<file path="src/rtl/fetch_queue.sv">
// Instruction fetch stage: issues word reads for each offered PC and pairs in-order
// responses with their PCs in a DEPTH-entry queue that feeds decode.
module fetch_queue #(
   parameter int unsigned DEPTH = 4,
   parameter int unsigned XLEN  = 32
) (
   input  logic            clk,
   input  logic            reset,
   input  logic [XLEN-1:0] pc_i,
   input  logic            pc_valid_i,
   output logic            pc_ready_o,
   output logic            imem_req_o,
   output logic [XLEN-1:0] imem_addr_o,
   input  logic            imem_gnt_i,
   input  logic            imem_rvalid_i,
   input  logic [XLEN-1:0] imem_rdata_i,
   input  logic            imem_err_i,
   input  logic            flush_i,
   output logic            inst_valid_o,
   input  logic            inst_ready_i,
   output logic [XLEN-1:0] inst_o,
   output logic [XLEN-1:0] inst_pc_o,
   output logic            inst_err_o
);

   localparam int unsigned PW = $clog2(DEPTH);
   localparam int unsigned CW = PW + 1;

   logic [PW-1:0]    wr_ptr, rd_ptr, fill_ptr;
   logic [CW-1:0]    occupancy, drop_cnt, pending;
   logic [DEPTH-1:0] filled;
   logic [DEPTH-1:0] err_mem;
   logic [XLEN-1:0]  pc_mem   [DEPTH];
   logic [XLEN-1:0]  inst_mem [DEPTH];

   logic [CW:0] committed;
   logic        credit_ok, issue, fill, drop, pop, flush_sub;

   // Stale responses still owed by memory hold credits just like live entries.
   assign committed = {1'b0, occupancy} + {1'b0, drop_cnt};
   assign credit_ok = committed < (CW + 1)'(DEPTH);

   assign imem_req_o  = pc_valid_i & credit_ok & ~flush_i & ~reset;
   assign imem_addr_o = {pc_i[XLEN-1:2], 2'b00};
   assign pc_ready_o  = imem_req_o & imem_gnt_i;
   assign issue       = pc_ready_o;

   assign drop      = imem_rvalid_i & (drop_cnt != '0);
   assign fill      = imem_rvalid_i & (drop_cnt == '0) & (pending != '0) & ~flush_i;
   assign flush_sub = imem_rvalid_i & ((drop_cnt != '0) | (pending != '0));

   assign inst_valid_o = filled[rd_ptr] & (occupancy != '0) & ~flush_i;
   assign inst_o       = inst_mem[rd_ptr];
   assign inst_pc_o    = pc_mem[rd_ptr];
   assign inst_err_o   = err_mem[rd_ptr];
   assign pop          = inst_valid_o & inst_ready_i;

   always_ff @(posedge clk or posedge reset) begin
      if (reset) begin
         wr_ptr    <= '0;
         rd_ptr    <= '0;
         fill_ptr  <= '0;
         occupancy <= '0;
         drop_cnt  <= '0;
         pending   <= '0;
         filled    <= '0;
         err_mem   <= '0;
         for (int i = 0; i < DEPTH; i++) begin
            pc_mem[i]   <= '0;
            inst_mem[i] <= '0;
         end
      end else if (flush_i) begin
         // Every unfilled entry becomes a response to throw away on arrival.
         wr_ptr    <= '0;
         rd_ptr    <= '0;
         fill_ptr  <= '0;
         occupancy <= '0;
         pending   <= '0;
         filled    <= '0;
         drop_cnt  <= drop_cnt + pending - CW'(flush_sub);
      end else begin
         if (issue) begin
            pc_mem[wr_ptr] <= pc_i;
            filled[wr_ptr] <= 1'b0;
            wr_ptr         <= wr_ptr + PW'(1);
         end
         if (fill) begin
            inst_mem[fill_ptr] <= imem_rdata_i;
            err_mem[fill_ptr]  <= imem_err_i;
            filled[fill_ptr]   <= 1'b1;
            fill_ptr           <= fill_ptr + PW'(1);
         end
         if (drop) begin
            drop_cnt <= drop_cnt - CW'(1);
         end
         if (pop) begin
            filled[rd_ptr] <= 1'b0;
            rd_ptr         <= rd_ptr + PW'(1);
         end
         occupancy <= occupancy + CW'(issue) - CW'(pop);
         pending   <= pending + CW'(issue) - CW'(fill);
      end
   end

   unsolicited_rvalid: assert property (@(posedge clk) disable iff (reset)
      imem_rvalid_i |-> ((pending != '0) || (drop_cnt != '0)));

endmodule
</file>
<file path="config.mk">
export PLATFORM = sky130hd
export DESIGN_NAME = fetch_queue
export DESIGN_NICKNAME = d
export VERILOG_FILES = /design/src/rtl/fetch_queue.sv
export SDC_FILE = /design/constraint.sdc
export NUM_CORES = 1
export LEC_CHECK = 0
export CAP_MARGIN = 0
export CELL_PAD_IN_SITES_DETAIL_PLACEMENT = 1
export CELL_PAD_IN_SITES_GLOBAL_PLACEMENT = 2
export CORE_ASPECT_RATIO = 1.2
export CORE_MARGIN = 5
export CORE_UTILIZATION = 44
export DETAILED_ROUTE_END_ITERATION = 7
export PLACE_DENSITY_LB_ADDON = 0.2
export SLEW_MARGIN = 0
export SYNTH_ARGS = -nofsm -noshare
export SYNTH_HDL_FRONTEND = slang
export SYNTH_SLANG_ARGS = --single-unit
</file>
<file path="constraint.sdc">
create_clock -name clk -period 17.8 [get_ports clk]
set_clock_uncertainty 0.2 [all_clocks]
set_input_delay 3.56 -clock clk [delete_from_list [all_inputs] [get_ports clk]]
set_output_delay 3.56 -clock clk [all_outputs]
set_load 0.005 [all_outputs]
</file>
==> results of run 1 <==
==> worst paths after layout <==
| path | startpoint | endpoint | slack [ns] | depth (start not counted) |
|---|---|---|---|---|
| setup reg to reg | rd_ptr[0] | occupancy[2] | 13.57 | 11 |
| min in group asynchronous | reset | wr_ptr[1] | 3.43 | 2 |
| setup / recovery | flush_i | pc_ready_o | 8.54 | 6 |
| hold / removal | inst_mem[78] | inst_mem[78] | 0.30 | 1 |
| max in group asynchronous | reset | inst_mem[91] | 11.42 | 4 |
| hold reg to reg | inst_mem[78] | inst_mem[78] | 0.30 | 1 |
==> metrics by stage <==
| stage | total power [W] | cells | cell area (um^2) | setup WS (ns) | utilization [%] |
|---|---|---|---|---|---|
| 2_1_floorplan | 0.000918 | 803 | 13100 | 6.35 | - |
| 3_3_place_gp | 0.00108 | 1300 | 14900 | 8.57 | 50.6 |
| 3_5_place_dp | 0.00110 | 1300 | 14900 | 8.55 | 50.6 |
| 4_1_cts | 0.00177 | 1356 | 16000 | 8.55 | 54.2 |
| 5_1_grt | 0.00183 | 1357 | 16000 | 8.44 | 54.2 |
| 6_report | 0.00175 | 1357 | 16000 | 8.54 | 54.2 |
==> cells by family after synthesis <==
group,synth area share [%]
mux,36.3
flops,53.2
buf+inv,4.41
simple gates,1.92
fa+ha+maj,2.65
compound gates,0.753
xor+xnor,0.734
other cells,0.0286
==> final cells by class <==
type                            instances  area share [%]
Sequential cell                       279            43.7
Antenna cell                            1          0.0156
Multi-Input combinational cell        426            34.8
Inverter                               23           0.586
Timing Repair Buffer                  182            11.2
Clock buffer                           36            5.09
Clock inverter                         20            1.56
Tap cell                              390            3.05
==> synth_stat cells <==
master,count
mux4_2,66
mux2_2,170
nand2_2,3
and2_1,5
nand2_1,7
xnor2_1,8
a221oi_1,3
nor4_4,1
nor2_1,10
a21boi_0,1
a21oi_1,2
clkbuf_1,11
mux2i_1,2
nand3b_1,1
nor2b_1,3
nor3_1,1
ha_1,23
buf_4,32
inv_1,22
buf_6,9
o21a_1,2
and3_1,3
o21ai_0,5
o31ai_1,1
and3b_1,1
nand2b_1,1
nor3_2,1
inv_2,1
or3_1,2
a211oi_1,1
dfrtp_1,279
xor2_1,3
conb_1,1
mux2_4,90
nand4_1,4
buf_1,4
nand3_1,1
fa_1,3
buf_2,19
==> metal layers <==
layer  routed length [um]  global-route usage [%]  vias to the layer above  part of all wire, %
met5                    0                       0                        -                    0
met4                  664                    5.14                        0                  2.2
met3                 1320                    3.38                       55                  4.3
met2                16100                    33.4                      166                   53
met1                12400                    22.7                     3852                   41
li1                     -                       -                     3171                    -
==> power groups by stage <==
stage,combinational [W],sequential (W),clock [W]
floorplan,0.000190,0.000728,0
global placement,0.000343,0.000734,0
detailed placement,0.000355,0.000742,0
CTS,0.000359,0.000733,0.000683
global route,0.000377,0.000739,0.000710
finish,0.000349,0.000733,0.000664
==> critical path, stage by stage <==
cell and delay [ns]:
clkdlybuf4s50_1 0.39, buf_4 0.22, nor4_4 0.33, nand4_1 0.21, inv_2 0.23, clkdlybuf4s50_1 0.55
==> sequential cells by signal, indices dropped and copies added (netlist names) <==
register	count
pc_mem	128
fill_ptr	2
filled	4
occupancy	3
rd_ptr	2
pending	3
inst_mem	128
wr_ptr	2
err_mem	4
drop_cnt	3
==> impl_metrics.ini, run 1 <==
[pwr]
peakVddDrop_mv = 0.0708
power_frac_comb_pct = 20.0
swShare_pct = 23.9
power.share.clock_pct = 38.0
seqPwrFrac_pct = 42.0
power_density_mw_per_mm2 = 109
p_leak_nw = 7.70
power_switching_w = 0.000418
intPower_w = 0.00133

[global_routing]
grt_antenna_before_repair = 1
grt_pass1_vias = 8755
grt_max_degree = 118
grt_remaining_overflow = 0
grt_pass1_wl_mm = 49.3
track_usage_pct = 18.4

[setup_path]
start_kind = input port
cp_max_fo = 23
critPathRequiredTime_ns = 14.04
arrival_ns = 5.50
crit_path_end_kind = output pin
path_class = in -> out

[layout]
nNetsFinal = 1041
layout_commonest_cell = dfrtp_1
regArea_mm2 = 0.00699
multi_input_area_mm2 = 0.00558
layout_common_cells = 277 x dfrtp_1, 170 x mux2_2, 169 x clkdlybuf4s50_1, 90 x mux2_4, 66 x mux4_2
drive_gt1_share_pct = 41.5
area_delta_synth_final_pct = 21.8
fillers = 2794

[detailed_routing]
ant_nets = 0
drt-initial-drc-count = 289
dr.pass1.iters = 4
drc = 0
wl_per_cell_um = 22.4
routed_wirelength_mm = 30.4
dr_total_vias = 7244
drt-vias-per-instance = 5.34

[timing]
max_slew_margin_pct = 29.8
hold_violations = 0
rsz0062_at_grt = no
worst_pin_slew_ns = 1.05
max_freq_ghz = 0.108
fin_crit_ns = 9.26
setup_viol = 0
min_period_over_period_pct = 52.0
tns_ns = 0
slew_viol_final = 0
holdWs_ns = 0.302

[synth]
ys.warnings.count = 0
synth_area_leaders = dfrtp_1 53%, mux2_2 15%, mux4_2 11%, mux2_4 10%, ha_1 2.2%
netlist_area_mm2 = 0.0131
ys_ff_latch = 279
ys_types = 39
yosysTopAreaCellShare_pct = 53.2
synthCells = 802
avgSynthCellArea_um2 = 16.4
yosysSeqAreaShare_pct = 53.2
synth_area_leader_cell = dfrtp_1

[floorplan]
start_util_pct = 44.5
die_w_um = 168
die_h_um = 199
placementRows = 69
die-area_mm2 = 0.0334
ios = 172
coreArea_mm2 = 0.0295

[clock_tree]
cts_buffers = 31
clk_pin_slew_ns = 0.06
cts.sinks = 279
cts_setup_buffers = 0
cts_buffer_depth = 3
cts_max_level = 1
cts_tree = done
cts_resized = 0
cts_hold_buf = 0
clk_latency_ns = 0.55
cts-root-buf = clkbuf_16

[min_path]
min_path_type = reg -> reg

[place]
finalWeightedCongestion = 0.770
port_buffers = 169
dpl.hpwl_mm = 19.5

[flow_run]
drv_cap = 0

[run_status]
outcome = finished clean
(Power assumes the default switching activity.)
==> run 2, diff against run 1 <==
--- a/config.mk
+++ b/config.mk
@@ -10,7 +10,7 @@
 export CELL_PAD_IN_SITES_GLOBAL_PLACEMENT = 2
 export CORE_ASPECT_RATIO = 1.2
 export CORE_MARGIN = 5
-export CORE_UTILIZATION = 44
+export CORE_UTILIZATION = 37
 export DETAILED_ROUTE_END_ITERATION = 7
 export PLACE_DENSITY_LB_ADDON = 0.2
 export SLEW_MARGIN = 0
==> constraint.sdc (replaced) <==
create_clock -name clk -period 8.2 [get_ports clk]
set_clock_uncertainty 0.2 [all_clocks]
set_input_delay 1.64 -clock clk [delete_from_list [all_inputs] [get_ports clk]]
set_output_delay 1.64 -clock clk [all_outputs]
set_load 0.005 [all_outputs]
==> run 2 against run 1 <==
Via count fell by 1.4%; first-iteration DRC count fell by 35%; register-to-register slack got worse by 8.8 ns; largest cell class unchanged; routed wire length fell by 4.4%; non-clock buffer count rose by 1; critical path type unchanged; count of clock-buffer cells in the layout rose by 8; global-route usage fell by 3.5 points.
==> impl_metrics.ini, run 2 (synthesis results as in run 1) <==
[run_status]
outcome = finished clean

[clock_tree]
cts.sinks = 279
cts_setup_buffers = 0
cts_max_level = 2
cts_resized = 0
cts_tree = done
cts_buffer_depth = 3
clk_latency_ns = 0.50
cts_hold_buf = 0
cts_buffers = 35
cts-root-buf = clkbuf_16
clk_pin_slew_ns = 0.05

[place]
port_buffers = 169
place_worst_setup_slack_ns = 2.67
finalWeightedCongestion = 0.716
postPlaceCellArea_mm2 = 0.0150
dpl.hpwl_mm = 17.7
dp_cells = 1373

[layout]
regArea_mm2 = 0.00699
layout_common_cells = 277 x dfrtp_1, 170 x mux2_2, 169 x clkdlybuf4s50_1, 90 x mux2_4, 66 x mux4_2
area_delta_synth_final_pct = 22.4
multi_input_area_mm2 = 0.00558
top_regs = inst_mem: 128 flops, pc_mem: 128 flops
layout_commonest_cell = dfrtp_1
fin_area_mm2 = 0.0161
drive_gt1_share_pct = 41.1
final_cells = 1428
nNetsFinal = 1046
antenna_cells = 0
fillers = 3398

[global_routing]
grt_remaining_overflow = 0
track_usage_pct = 14.9
grt_max_degree = 125
grt_pass1_wl_mm = 47.1
grt_antenna_before_repair = 1
grt_pass1_vias = 8377

[timing]
rsz0062_at_grt = no
hold_violations = 0
min_period_over_period_pct = 66.7
fin_crit_ns = 5.47
slew_viol_final = 0
worst_pin_slew_ns = 0.940
max_freq_ghz = 0.183
setup_ws_ns = 2.73
setup_viol = 0
max_slew_margin_pct = 37.3
holdWs_ns = 0.299
tns_ns = 0

[setup_path]
r2r_cells = 10
path_class = in -> out
arrival_ns = 3.63
critPathMaxStageDelay_ns = 0.58
cp_common_cell = clkdlybuf4s50_1
start_kind = input port
critPathRequiredTime_ns = 6.36
timing.rr.start = rd_ptr[0]
rrSetupSlack_ns = 4.81
crit_path_end_kind = output pin
r2r_end = occupancy[2]
cp_max_fo = 23
critPathSlowestCell = clkdlybuf4s50_1
path_cells = clkdlybuf4s50_1 > buf_4 > nor4_4 > nand4_1 > inv_2 > clkdlybuf4s50_1

[pwr]
swShare_pct = 23.5
p_leak_nw = 7.71
power_frac_comb_pct = 19.9
peakVddDrop_mv = 0.125
seqPwrFrac_pct = 42.2
intPower_w = 0.00287
power.share.clock_pct = 37.9
power_density_mw_per_mm2 = 233
power_switching_w = 0.000881

[floorplan]
die_h_um = 216
coreArea_mm2 = 0.0350
die_w_um = 182
die-area_mm2 = 0.0394
ios = 172
placementRows = 75
start_util_pct = 37.5

[detailed_routing]
wl_per_cell_um = 20.4
drt-initial-drc-count = 187
dr.pass1.iters = 4
dr_total_vias = 7145
ant_nets = 0
drc = 0
routed_wirelength_mm = 29.1
drt-vias-per-instance = 5.00

[min_path]
min_path_type = reg -> reg
worstHoldStart = inst_mem[5]
hold_path_depth = 1
hold_end = inst_mem[5]

[flow_run]
drv_cap = 0
run 2: through the flow:
| step | utilization (%) | total power, W |
|---|---|---|
| CTS | 45.9 | 0.00383 |
| floorplan | - | 0.00199 |
| finish | 45.9 | 0.00375 |
| detailed placement | 43.0 | 0.00237 |
| global placement | 43.0 | 0.00236 |
| global route | 45.9 | 0.00395 |
run 2: final cells by class:
type,count,share of cell area (%)
repair buffers,183,11.3
clock buffers,44,5.78
inverters,23,0.560
flip-flops and latches,279,43.5
multi-input cells,426,34.7
clock inverters,11,0.677
well taps,462,3.59
run 2: metal layers:
layer,global-route usage [%],vias to the layer above,wire length (um)
li1,-,3170,-
met1,19.0,3795,12800
met2,25.5,142,14300
met3,3.82,36,1430
met4,3.45,2,478
met5,0,-,13
run 2: power by group through the flow:
stage / clock network (W) / registers, W / logic (W)
floorplan: 0 / 0.00158 / 0.000414
finish: 0.00142 / 0.00158 / 0.000748
detailed placement: 0 / 0.00160 / 0.000765
CTS: 0.00148 / 0.00158 / 0.000769
global route: 0.00154 / 0.00160 / 0.000813
global placement: 0 / 0.00160 / 0.000753
run 2: worst max path at each step:
stage	from	to	slack, ns	cells after the start
2_1_floorplan	reset	drop_cnt[0]	2.67	1
3_3_place_gp	flush_i	pc_ready_o	2.67	6
3_5_place_dp	flush_i	pc_ready_o	2.67	6
4_1_cts	flush_i	pc_ready_o	2.67	6
5_1_grt	flush_i	pc_ready_o	2.53	6
6_report	flush_i	pc_ready_o	2.73	6
run 2: worst max-delay path, delay by kind of cell:
kind,cells,cell delay [ns]
AND/OR/NAND/NOR,2,0.56
buffers and inverters,4,1.42
==> run 3, diff against run 2 <==
==> constraint.sdc (replaced) <==
create_clock -name clk -period 4.8 [get_ports clk]
set_clock_uncertainty 0.2 [all_clocks]
set_input_delay 0.96 -clock clk [delete_from_list [all_inputs] [get_ports clk]]
set_output_delay 0.96 -clock clk [all_outputs]
set_load 0.005 [all_outputs]
==> run 3 against run 2 <==
Sequential share of layout area fell by 0.15 points; first-iteration DRC count fell by 0.53%; die area did not move; largest cell class unchanged.
==> impl_metrics.ini, run 3 (synthesis results as in run 1) <==
[clock_tree]
clk_pin_slew_ns = 0.06
cts_hold_buf = 0
cts_resized = 0
cts_max_level = 1
cts-root-buf = clkbuf_16
cts.sinks = 279
cts_setup_buffers = 0
clk_latency_ns = 0.56
cts_buffer_depth = 3
cts_buffers = 31
cts_tree = done

[floorplan]
start_util_pct = 37.5
die_w_um = 182
die_h_um = 216
die-area_mm2 = 0.0394
ios = 172
placementRows = 75
coreArea_mm2 = 0.0350

[timing]
max_slew_margin_pct = 51.3
hold_violations = 0
fin_crit_ns = 3.99
setup_viol = 0
max_freq_ghz = 0.251
slew_viol_final = 0
tns_ns = 0
worst_pin_slew_ns = 0.728
setup_ws_ns = 0.810
min_period_over_period_pct = 83.1
rsz0062_at_grt = no

[min_path]
min_path_type = reg -> reg

[layout]
nNetsFinal = 1048
antenna_cells = 0
top_regs = inst_mem: 128 flops, pc_mem: 128 flops
multi_input_area_mm2 = 0.00558
drive_gt1_share_pct = 41.5
layout_commonest_cell = dfrtp_1
fillers = 3419
area_delta_synth_final_pct = 22.9
final_cells = 1432
regArea_mm2 = 0.00699
layout_common_cells = 277 x dfrtp_1, 170 x mux2_2, 169 x clkdlybuf4s50_1, 90 x mux2_4, 66 x mux4_2

[detailed_routing]
dr_total_vias = 7191
drt-initial-drc-count = 186
dr.pass1.iters = 4
drt-vias-per-instance = 5.02
drc = 0
routed_wirelength_mm = 29.5
ant_nets = 0
wl_per_cell_um = 20.6

[global_routing]
grt_pass1_vias = 8537
grt_max_degree = 102
grt_antenna_before_repair = 1
grt_remaining_overflow = 0
track_usage_pct = 15.1
grt_pass1_wl_mm = 48.1

[pwr]
power_frac_comb_pct = 20.2
peakVddDrop_mv = 0.265
power_switching_w = 0.00150
power_density_mw_per_mm2 = 392
swShare_pct = 23.7
intPower_w = 0.00483
p_leak_nw = 7.73
seqPwrFrac_pct = 42.8
power.share.clock_pct = 37.0

[place]
dp_cells = 1379
dpl.hpwl_mm = 18.9
place_worst_setup_slack_ns = 0.761
finalWeightedCongestion = 0.683
port_buffers = 169

[setup_path]
cp_max_fo = 9
path_class = in -> out
critPathRequiredTime_ns = 3.64
start_kind = input port
arrival_ns = 2.83
crit_path_end_kind = output pin

[run_status]
outcome = finished clean

[flow_run]
drv_cap = 0
[run 3: stage by stage]
stage,instance area (um^2),hold slack [ns],total power [W],utilization [%]
2_1_floorplan,13100,0.274,0.00341,-
3_3_place_gp,15100,0.282,0.00403,43.2
3_5_place_dp,15100,0.289,0.00405,43.2
4_1_cts,16100,0.304,0.00646,46.1
5_1_grt,16100,0.316,0.00665,46.1
6_report,16100,0.300,0.00633,46.1
[run 3: power by group through the flow]
stage	sequential (W)	clock (W)	combinational [W]
after CTS	0.00271	0.00243	0.00132
final	0.00271	0.00234	0.00128
after detailed placement	0.00274	0	0.00131
after global routing	0.00273	0.00253	0.00139
after global placement	0.00274	0	0.00129
after floorplan	0.00270	0	0.000707
[run 3: worst paths after layout]
path,cells past startpoint,start,slack (ns),endpoint
worst max-delay path,5,reset,0.81,pc_ready_o
worst min-delay path,1,inst_mem[58],0.30,inst_mem[58]
worst min register to register,1,inst_mem[58],0.30,inst_mem[58]
max in group asynchronous,3,reset,2.75,inst_mem[116]
worst max register to register,10,rd_ptr[0],1.50,occupancy[2]
min in group asynchronous,2,reset,0.70,inst_mem[70]
[run 3: critical path, cell delays in order]
cell             delay, ns
clkdlybuf4s50_1       0.49
nor4_4                0.32
nand4_1               0.24
inv_2                 0.25
clkdlybuf4s50_1       0.58
[run 3: final cells by class]
| class | instances | share of cell area (%) |
|---|---|---|
| multi-input combinational | 426 | 34.6 |
| clock inverter | 10 | 0.667 |
| inverter | 23 | 0.558 |
| clock buffer | 43 | 5.52 |
| sequential | 279 | 43.3 |
| timing repair buffer | 189 | 11.8 |
| tap | 462 | 3.58 |
[run 3: layer usage]
layer  vias up  track usage [%]  wire length (um)  part of all wire (%)
met1      3809             19.7             13000                    44
met4         2             3.75               599                   2.0
met2       153             25.8             14500                    49
met5         -                0                13                 0.044
met3        46             3.00              1350                   4.6
li1       3181                -                 -                     -
